==> config.mk <==
export PLATFORM = sky130hd
export DESIGN_NAME = ffe_mac_datapath
export DESIGN_NICKNAME = d
export VERILOG_FILES = /design/src/rtl/ffe_mac_datapath.sv
export SDC_FILE = /design/constraint.sdc
export NUM_CORES = 1
export LEC_CHECK = 0
export BUFFER_PORTS_ARGS = -buffer_cell sky130_fd_sc_hd__buf_2
export CORE_ASPECT_RATIO = 0.9
export CORE_MARGIN = 10
export CORE_UTILIZATION = 48
export DETAILED_ROUTE_END_ITERATION = 7
export SLEW_MARGIN = 20
export SYNTH_ARGS = -nofsm -noshare
export SYNTH_HDL_FRONTEND = slang
export SYNTH_SLANG_ARGS = --single-unit
==> constraint.sdc <==
create_clock -name ffe_clk -period 15.6 [get_ports ffe_clk]
set_input_delay 0 -clock ffe_clk [delete_from_list [all_inputs] [get_ports ffe_clk]]
set_output_delay 0 -clock ffe_clk [all_outputs]
set_load 0.02 [all_outputs]
==> src/rtl/ffe_mac_datapath.sv <==
// Feed-forward equalizer MAC datapath.
// A DEPTH-entry tap line and coefficient bank feed one signed multiplier; the
// external controller steps rd_addr through the taps, products accumulate, and
// a store strobe rounds/saturates the running sum onto ffe_out while the
// accumulator restarts with the current product in the same edge.
module ffe_mac_datapath #(
  parameter  int DATA_W    = 8,
  parameter  int COEF_W    = 8,
  parameter  int DEPTH     = 4,
  parameter  int FRAC      = 6,
  parameter  int OUT_W     = 10,
  localparam int ADDR_SIZE = (DEPTH > 1) ? $clog2(DEPTH) : 1,
  localparam int ACC_W     = DATA_W + COEF_W + ADDR_SIZE
) (
  input  logic                 ffe_clk,
  input  logic                 rst,
  input  logic [DATA_W-1:0]    data_in,
  input  logic                 shift_en,
  input  logic                 rd_en,
  input  logic [ADDR_SIZE-1:0] rd_addr,
  input  logic                 str_out_n_rst_add_reg,
  input  logic                 coef_wr_en,
  input  logic [ADDR_SIZE-1:0] coef_wr_addr,
  input  logic [COEF_W-1:0]    coef_wr_data,
  output logic [OUT_W-1:0]     ffe_out,
  output logic                 out_valid
);

  localparam int PROD_W = DATA_W + COEF_W;
  localparam int CNT_W  = $clog2(DEPTH + 1);

  localparam logic [CNT_W-1:0]       CNT_FULL = CNT_W'(DEPTH);
  localparam logic [ADDR_SIZE:0]     DEPTH_A  = (ADDR_SIZE + 1)'(DEPTH);
  // Half an output LSB, added before the arithmetic shift (round half up).
  localparam logic signed [ACC_W:0]  RND_C    = (FRAC > 0) ? (ACC_W + 1)'(1 << (FRAC - 1)) : '0;
  localparam logic signed [ACC_W:0]  OUT_MAX  = (ACC_W + 1)'((1 << (OUT_W - 1)) - 1);
  localparam logic signed [ACC_W:0]  OUT_MIN  = ~OUT_MAX;

  logic signed [DATA_W-1:0] x_q    [DEPTH];
  logic signed [DATA_W-1:0] x_d    [DEPTH];
  logic signed [COEF_W-1:0] coef_q [DEPTH];
  logic signed [COEF_W-1:0] coef_d [DEPTH];
  logic signed [ACC_W-1:0]  acc_q, acc_d;
  logic [CNT_W-1:0]         cnt_q, cnt_d;
  logic [OUT_W-1:0]         out_q, out_d;
  logic                     valid_q, valid_d;

  logic signed [DATA_W-1:0] x_sel;
  logic signed [COEF_W-1:0] coef_sel;
  logic signed [PROD_W-1:0] prod;
  logic signed [ACC_W-1:0]  prod_ext;
  logic signed [ACC_W:0]    rnd_sum;
  logic signed [ACC_W:0]    rnd_shr;
  logic [OUT_W-1:0]         sat_val;

  // Operand select from registered (pre-shift) taps; out-of-range index gives zero.
  always_comb begin
    x_sel    = '0;
    coef_sel = '0;
    if ({1'b0, rd_addr} < DEPTH_A) begin
      x_sel    = x_q[rd_addr];
      coef_sel = coef_q[rd_addr];
    end
  end

  // Full-precision signed product, sign-extended to accumulator width.
  assign prod     = $signed({{COEF_W{x_sel[DATA_W-1]}}, x_sel}) *
                    $signed({{DATA_W{coef_sel[COEF_W-1]}}, coef_sel});
  assign prod_ext = {{ADDR_SIZE{prod[PROD_W-1]}}, prod};

  // One guard bit keeps the rounding add from wrapping at the accumulator extremes.
  assign rnd_sum  = $signed({acc_q[ACC_W-1], acc_q}) + RND_C;
  assign rnd_shr  = rnd_sum >>> FRAC;

  // Clamp the rounded sum into the output range.
  always_comb begin
    sat_val = rnd_shr[OUT_W-1:0];
    if (rnd_shr > OUT_MAX) begin
      sat_val = OUT_MAX[OUT_W-1:0];
    end else if (rnd_shr < OUT_MIN) begin
      sat_val = OUT_MIN[OUT_W-1:0];
    end
  end

  // Next-state for tap line, coefficient bank, accumulator, counter and output.
  always_comb begin
    x_d     = x_q;
    coef_d  = coef_q;
    acc_d   = acc_q;
    cnt_d   = cnt_q;
    out_d   = out_q;
    valid_d = 1'b0;

    if (shift_en) begin
      x_d[0] = data_in;
      for (int k = 1; k < DEPTH; k++) begin
        x_d[k] = x_q[k-1];
      end
    end

    // Written value lands at the edge, so a same-cycle read still sees the old one.
    if (coef_wr_en && ({1'b0, coef_wr_addr} < DEPTH_A)) begin
      coef_d[coef_wr_addr] = coef_wr_data;
    end

    if (rd_en) begin
      if (str_out_n_rst_add_reg) begin
        out_d   = sat_val;
        // Only a sum built from a full set of products is announced.
        valid_d = (cnt_q == CNT_FULL);
        acc_d   = prod_ext;
        cnt_d   = CNT_W'(1);
      end else begin
        acc_d = acc_q + prod_ext;
        cnt_d = (cnt_q == CNT_FULL) ? CNT_FULL : cnt_q + CNT_W'(1);
      end
    end
  end

  // State registers with synchronous active-low clear.
  always_ff @(posedge ffe_clk) begin
    if (!rst) begin
      for (int k = 0; k < DEPTH; k++) begin
        x_q[k]    <= '0;
        coef_q[k] <= '0;
      end
      acc_q   <= '0;
      cnt_q   <= '0;
      out_q   <= '0;
      valid_q <= 1'b0;
    end else begin
      x_q     <= x_d;
      coef_q  <= coef_d;
      acc_q   <= acc_d;
      cnt_q   <= cnt_d;
      out_q   <= out_d;
      valid_q <= valid_d;
    end
  end

  assign ffe_out   = out_q;
  assign out_valid = valid_q;

endmodule

### Word level (Yosys, flattened, before mapping)

Index checks and enable logic that the tools add are counted.

| cells by class | value |
|---|---|
| add/subtract/negate cells | 3 |
| multiply operators | 1 |
| divide/modulo/power cells | 0 |
| $lt $le $gt $ge | 5 |
| equality and inequality tests | 1 |
| shift operators | 0 |
| muxes and demuxes | 14 |
| bitwise gates (word level) | 2 |
| reduce and logical (&&, ||, !) cells | 3 |

Operators by type and width:

| operator | number |
|---|---|
| $mux 8 | 5 |
| $bmux 8 s2 | 2 |
| $bwmux 32 | 1 |
| $mux 10 | 2 |
| $add 18x7->19 const B | 1 |
| $add 18x16->18 | 1 |
| $mux 18 | 1 |
| $demux 8 s2 | 1 |
| $mul 8x8->16 | 1 |
| $gt 13x10->1 const B | 1 |
| $lt 13x10->1 const B | 1 |
| $ge 3x3->1 const B | 2 |
| $mux 3 | 2 |
| $not 2->3 | 2 |
| $add 3x1->3 const B | 1 |
| $eq 3x3->1 const B | 1 |
| $lt 3x1->1 const B | 1 |
| $reduce_and 3->1 | 1 |
| $reduce_and 2->1 | 1 |
| $logic_and 1x1->1 | 1 |

| storage, ports and cells | value |
|---|---|
| register bits | 96 |
| latch bits | 0 |
| bits in writable memories | 0 |
| bits in read-only memories | 0 |
| input bits | 26 |
| output and inout bits | 11 |
| word-level logic and storage cells | 41 |
| memories kept | 0 |

### Logic depth before layout (Yosys ltp)

| logic depth | value |
|---|---|
| depth after elaboration | 7 |
| gate-level depth with buffers | 26 |
| gate-level depth less buffers | 25 |

### Worst setup path after synthesis

Ideal clock, no wire load.

| timing path | value |
|---|---|
| path kind | input to register |
| start | input rd_addr[0] |
| end | register acc_q[17] |
| library setup time | 0.115 ns |
| arrival | 6.342 ns |
| required time | 15.485 ns |
| slack | 9.144 ns |
| cell stages on the path | 25 |
| buffers on the path | 2 |
| cell sequence | buf_2 buf_2 mux4_2 and2_1 fa_1 inv_1 fa_1 inv_1 fa_1 inv_1 fa_1 inv_1 ha_1 o21ai_0 o21ai_0 a31oi_1 o21ai_0 xor2_1 ha_1 a21o_1 a21o_1 a21o_1 a31oi_1 mux4_2 o21a_1 |

| on the way | value |
|---|---|
| longest elaborated chain between the ends | 7 |
| elaborated cells between the ends (all ways) | 10 |
| those cells by class | 1 x add/sub; 1 x mul; 7 x mux; 1 x bitwise |

RTL lines:

| element | line | RTL |
|---|---|---|
| from (decl) | 20 | `input logic [ADDR_SIZE-1:0] rd_addr,` |
| $not 2->3 (implied by the code) * | 61, 62 |  |
| $bmux 8 s2 (on tied branches) | 61, 62 |  |
| $mux 8 (on tied branches) (2 in series) | 61, 62 |  |
| $mul 8x8->16 * | 67 | `assign prod = $signed({{COEF_W{x_sel[DATA_W-1]}}, x_sel}) *` |
| $add 18x16->18 | 114 | `acc_d = acc_q + prod_ext;` |
| $mux 18 * | 107 | `if (str_out_n_rst_add_reg) begin` |
| to (signal assigned) | 127 | `acc_q <= '0;` |
| to (signal assigned) | 134 | `acc_q <= acc_d;` |
| to (decl) | 43 | `logic signed [ACC_W-1:0] acc_q, acc_d;` |

Mark *: on every way between the ends. The rest lies on a longest branch, timed or not. The select of a mux whose other input is x is not followed.
A chain may end at the register's enable or synchronous reset.

### Worst setup path after layout

| timing path | value |
|---|---|
| start | register coef_q[31] (netlist name) |
| end | register acc_q[17] |

| on the way | value |
|---|---|
| longest elaborated chain between the ends | 6 |

RTL lines:

| element | line | RTL |
|---|---|---|
| from (decl) | 41 | `logic signed [COEF_W-1:0] coef_q [DEPTH];` |
| from (signal assigned) | 133 | `coef_q <= coef_d;` |
| $bmux 8 s2 * | 62 | `coef_sel = coef_q[rd_addr];` |
| $mux 8 (implied by the code) * (2 in series) | 62 |  |
| $mul 8x8->16 * | 67 |  |
| $add 18x16->18 | 114 |  |
| $mux 18 * | 107 |  |

Marks and branches as above.

==> results.json <==
{
  "fmax_mhz": 149,
  "die_w_um": 153,
  "crit_top_cell": "inv_1",
  "rsz0062_at_grt": "false",
  "antenna_left": 0,
  "grt_use_met3_pct": 3.57,
  "syn_area_um2": 7630,
  "cts_sinks": 96,
  "synth_edf_count": 0,
  "die_area_um2": 21300,
  "p_per_area_nw_per_um2": 73.7,
  "clock_latency_ns": 0.36,
  "initial_core_util_pct": 49.2,
  "ir_worst_vdd_v": 0.0000651,
  "antenna_cells": 0,
  "cts_buffers": 9,
  "worst_pin_slew_ns": 0.925,
  "syn_nets": 926,
  "routabilityCongestion": 0.843,
  "coreArea_um2": 15500,
  "syn_avg_cell_area_um2": 9.59,
  "post-route-util_pct": 54.3,
  "cpPeakStageDelay_ns": 0.57,
  "maxCapViolations": 0,
  "period_needed_ns": 6.71,
  "critPathBufInv": 6,
  "worstPathRequired_ns": 15.86,
  "synth_seq_area_share_pct": 25.2,
  "leakagePower_nw": 4.00,
  "run_status": "completed",
  "totalWireLength_um": 16100,
  "clock-root-buffer": "clkbuf_16",
  "cts_tree": "done",
  "grt.busiest_layer": "met2",
  "endpoint_kind": "register",
  "fin_setup_tns_ns": 0,
  "rows": 43,
  "grt_pass1_vias": 5473,
  "viasPerCell": 5.33,
  "path_max_fanout": 9,
  "top_level_ports": 37,
  "slowest_stage": "fa_1",
  "setup_violations": 0,
  "slew_viol_final": 0,
  "fillCellCount": 1393,
  "met2_usage_pct": 24.0,
  "clk_path_buf_depth": 2,
  "period_share_pct": 43.0,
  "gr-usage-met1_pct": 20.9,
  "synth.ff_latch_count": 96,
  "drtIter0Drc": 216,
  "crit_type": "reg -> reg",
  "fin_area_um2": 8410,
  "clk_pin_slew_ns": 0.07,
  "yosys.cell_types.count": 51,
  "startpoint_type": "register",
  "area_growth_pct": 10.3,
  "die_h_um": 140,
  "async_reset_ff_share_pct": 0,
  "slew_headroom_pct": 38.3,
  "dr.pass1.iters": 4,
  "crit_chain": "mux2_2, o21ai_1, inv_1, fa_1, inv_1, fa_1, inv_1, fa_1, inv_1, fa_1, inv_1, ha_1, o21ai_1, o21bai_1, o41ai_2, o31ai_2, xnor2_2, inv_1, ha_1, a21o_1, a21o_1, a31oi_1, mux4_2, o21a_1",
  "grt.overflow.total": 0,
  "place_area_um2": 7950,
  "final_nets": 959,
  "holdCritPathClass": "in -> reg",
  "finClkSkew_ns": 0.00843,
  "grt_pass1_wl_um": 27700,
  "path_delay_family": "adder cells",
  "post_drt_wl_per_cell_um": 15.6,
  "worst_ep_arrival_time_ns": 6.98,
  "htreeDepth": 3,
  "syn_inst": 795,
  "synth_flop_cell": "dfxtp_1",
  "io_buffers": 36,
  "track_usage_pct": 15.3,
  "grt_start_max_net_pins": 99,
  "via_count": 5514,
  "hold_viol_final": 0,
  "yosysWarnings": 0,
  "antenna_found_initial": 0,
  "post_cts_buffers": 0,
  "drive_gt1_share_pct": 10.1,
  "hpwl_um": 12000,
  "drc_errors": 0
}
cell type report:
cell class / instances / area, um2 / area share (%)
Multi-Input combinational cell: 573 / 5230 / 62.2
Sequential cell: 96 / 1920 / 22.8
Timing Repair Buffer: 54 / 355 / 4.22
Inverter: 94 / 353 / 4.19
Tap cell: 202 / 253 / 3.00
Clock buffer: 10 / 239 / 2.84
Clock inverter: 6 / 61.3 / 0.729
synthesized netlist by cell type, types with 2 or more instances:
cell type,instances,area share (%)
fa_1,56,15
and3b_1,2,0.23
o211a_1,6,0.79
xnor2_1,21,2.4
mux2i_1,69,9.1
o21a_1,2,0.20
o221a_2,4,0.59
nor2_1,25,1.2
a21o_1,15,1.5
a211oi_1,7,0.69
buf_1,7,0.34
o22ai_1,2,0.16
dfxtp_1,96,25
ha_1,49,8.0
a21oi_1,30,2.0
o31ai_2,2,0.33
o21ai_0,22,1.4
and3_1,3,0.25
a211o_1,2,0.23
o21bai_1,5,0.49
mux4_2,16,4.7
o211ai_1,6,0.59
nor3b_1,2,0.20
a31oi_1,5,0.41
buf_2,2,0.13
nand3_1,6,0.39
o221a_1,5,0.74
mux2_2,2,0.30
nand2_1,42,2.1
clkbuf_1,23,1.1
or2_2,2,0.16
nor3_1,4,0.26
xor2_1,16,1.8
nand3b_1,4,0.39
nand4_1,4,0.33
inv_1,94,4.6
and2_1,46,3.8
nor2b_1,71,5.8
nor4b_1,2,0.23
o21ai_1,7,0.46
cell families after synthesis:
kind of cell | share of synthesized area (%)
AOI/OAI and AO/OA | 11.6
DFF | 25.2
buffers and inverters | 6.23
and+or+nand+nor | 15.7
muxes | 14.1
xor gates and xnor gates | 4.46
adders and majority gates | 22.7
worst paths after layout:
path	startpoint	end	slack [ns]	depth (start not counted)
worst max-delay path	coef_q[31]$_SDFFE_PN0P_	acc_q[17]$_SDFFE_PN0P_	8.89	24
worst min register to register	ffe_out[9]$_SDFFE_PN0P_	ffe_out[9]$_SDFFE_PN0P_	0.47	2
worst min-delay path	rd_en	acc_q[12]$_SDFFE_PN0P_	0.21	2
worst max register to register	coef_q[31]$_SDFFE_PN0P_	acc_q[17]$_SDFFE_PN0P_	8.89	24
stage by stage:
step	instances	hold WS (ns)	setup slack, ns	total power [mW]
floorplan	795	0.166	9.14	0.365
global placement	1003	0.260	8.76	0.390
detailed placement	1003	0.265	8.60	0.394
CTS	1035	0.199	8.87	0.629
global route	1035	0.232	8.49	0.652
finish	1035	0.215	8.89	0.620
power breakdown:
| group | leakage (nW) | switching, mW | internal (mW) |
|---|---|---|---|
| sequential | 0.784 | 0.0103 | 0.256 |
| combinational | 3.07 | 0.0687 | 0.0553 |
| clock | 0.144 | 0.113 | 0.116 |
| total | 4.00 | 0.192 | 0.428 |
sequential cells by signal (all words and copies together) (netlist names):
register,cells
coef_q,32
ffe_out,10
cnt_q,3
out_valid,1
acc_q,18
x_q,32
layer usage:
| metal | vias to the layer above | wire, um |
|---|---|---|
| met5 | - | 0 |
| met2 | 77 | 7360 |
| met4 | 0 | 185 |
| li1 | 2744 | - |
| met1 | 2680 | 8050 |
| met3 | 13 | 547 |
timing repair:
| action | in CTS | in global routing |
|---|---|---|
| endpoints found under the hold margin | 40 | 0 |
| hold buffers | 16 | 0 |
| resized for setup | 0 | 0 |
cells in the final DEF (no fill, tap or decap), types with 3 or more instances in the layout:
cell type      count
o221a_1            5
a21oi_1           30
xnor2_1           21
mux2i_1           69
a211oi_1           7
inv_1             94
a31oi_1            5
dlygate4sd3_1     16
buf_2             36
nand3b_1           4
nand4_1            4
nor2b_1           71
nand3_1            6
nor2_1            25
o211a_1            6
o21ai_0           22
nand2_1           42
dfxtp_1           96
o221a_2            4
ha_1              49
nor3_1             4
a21o_1            15
xor2_1            16
o21bai_1           5
mux4_2            16
and2_1            46
o211ai_1           6
clkbuf_16          9
o21ai_1            7
fa_1              56
and3_1             3
Note: power is estimated with default switching activity, not from simulation.
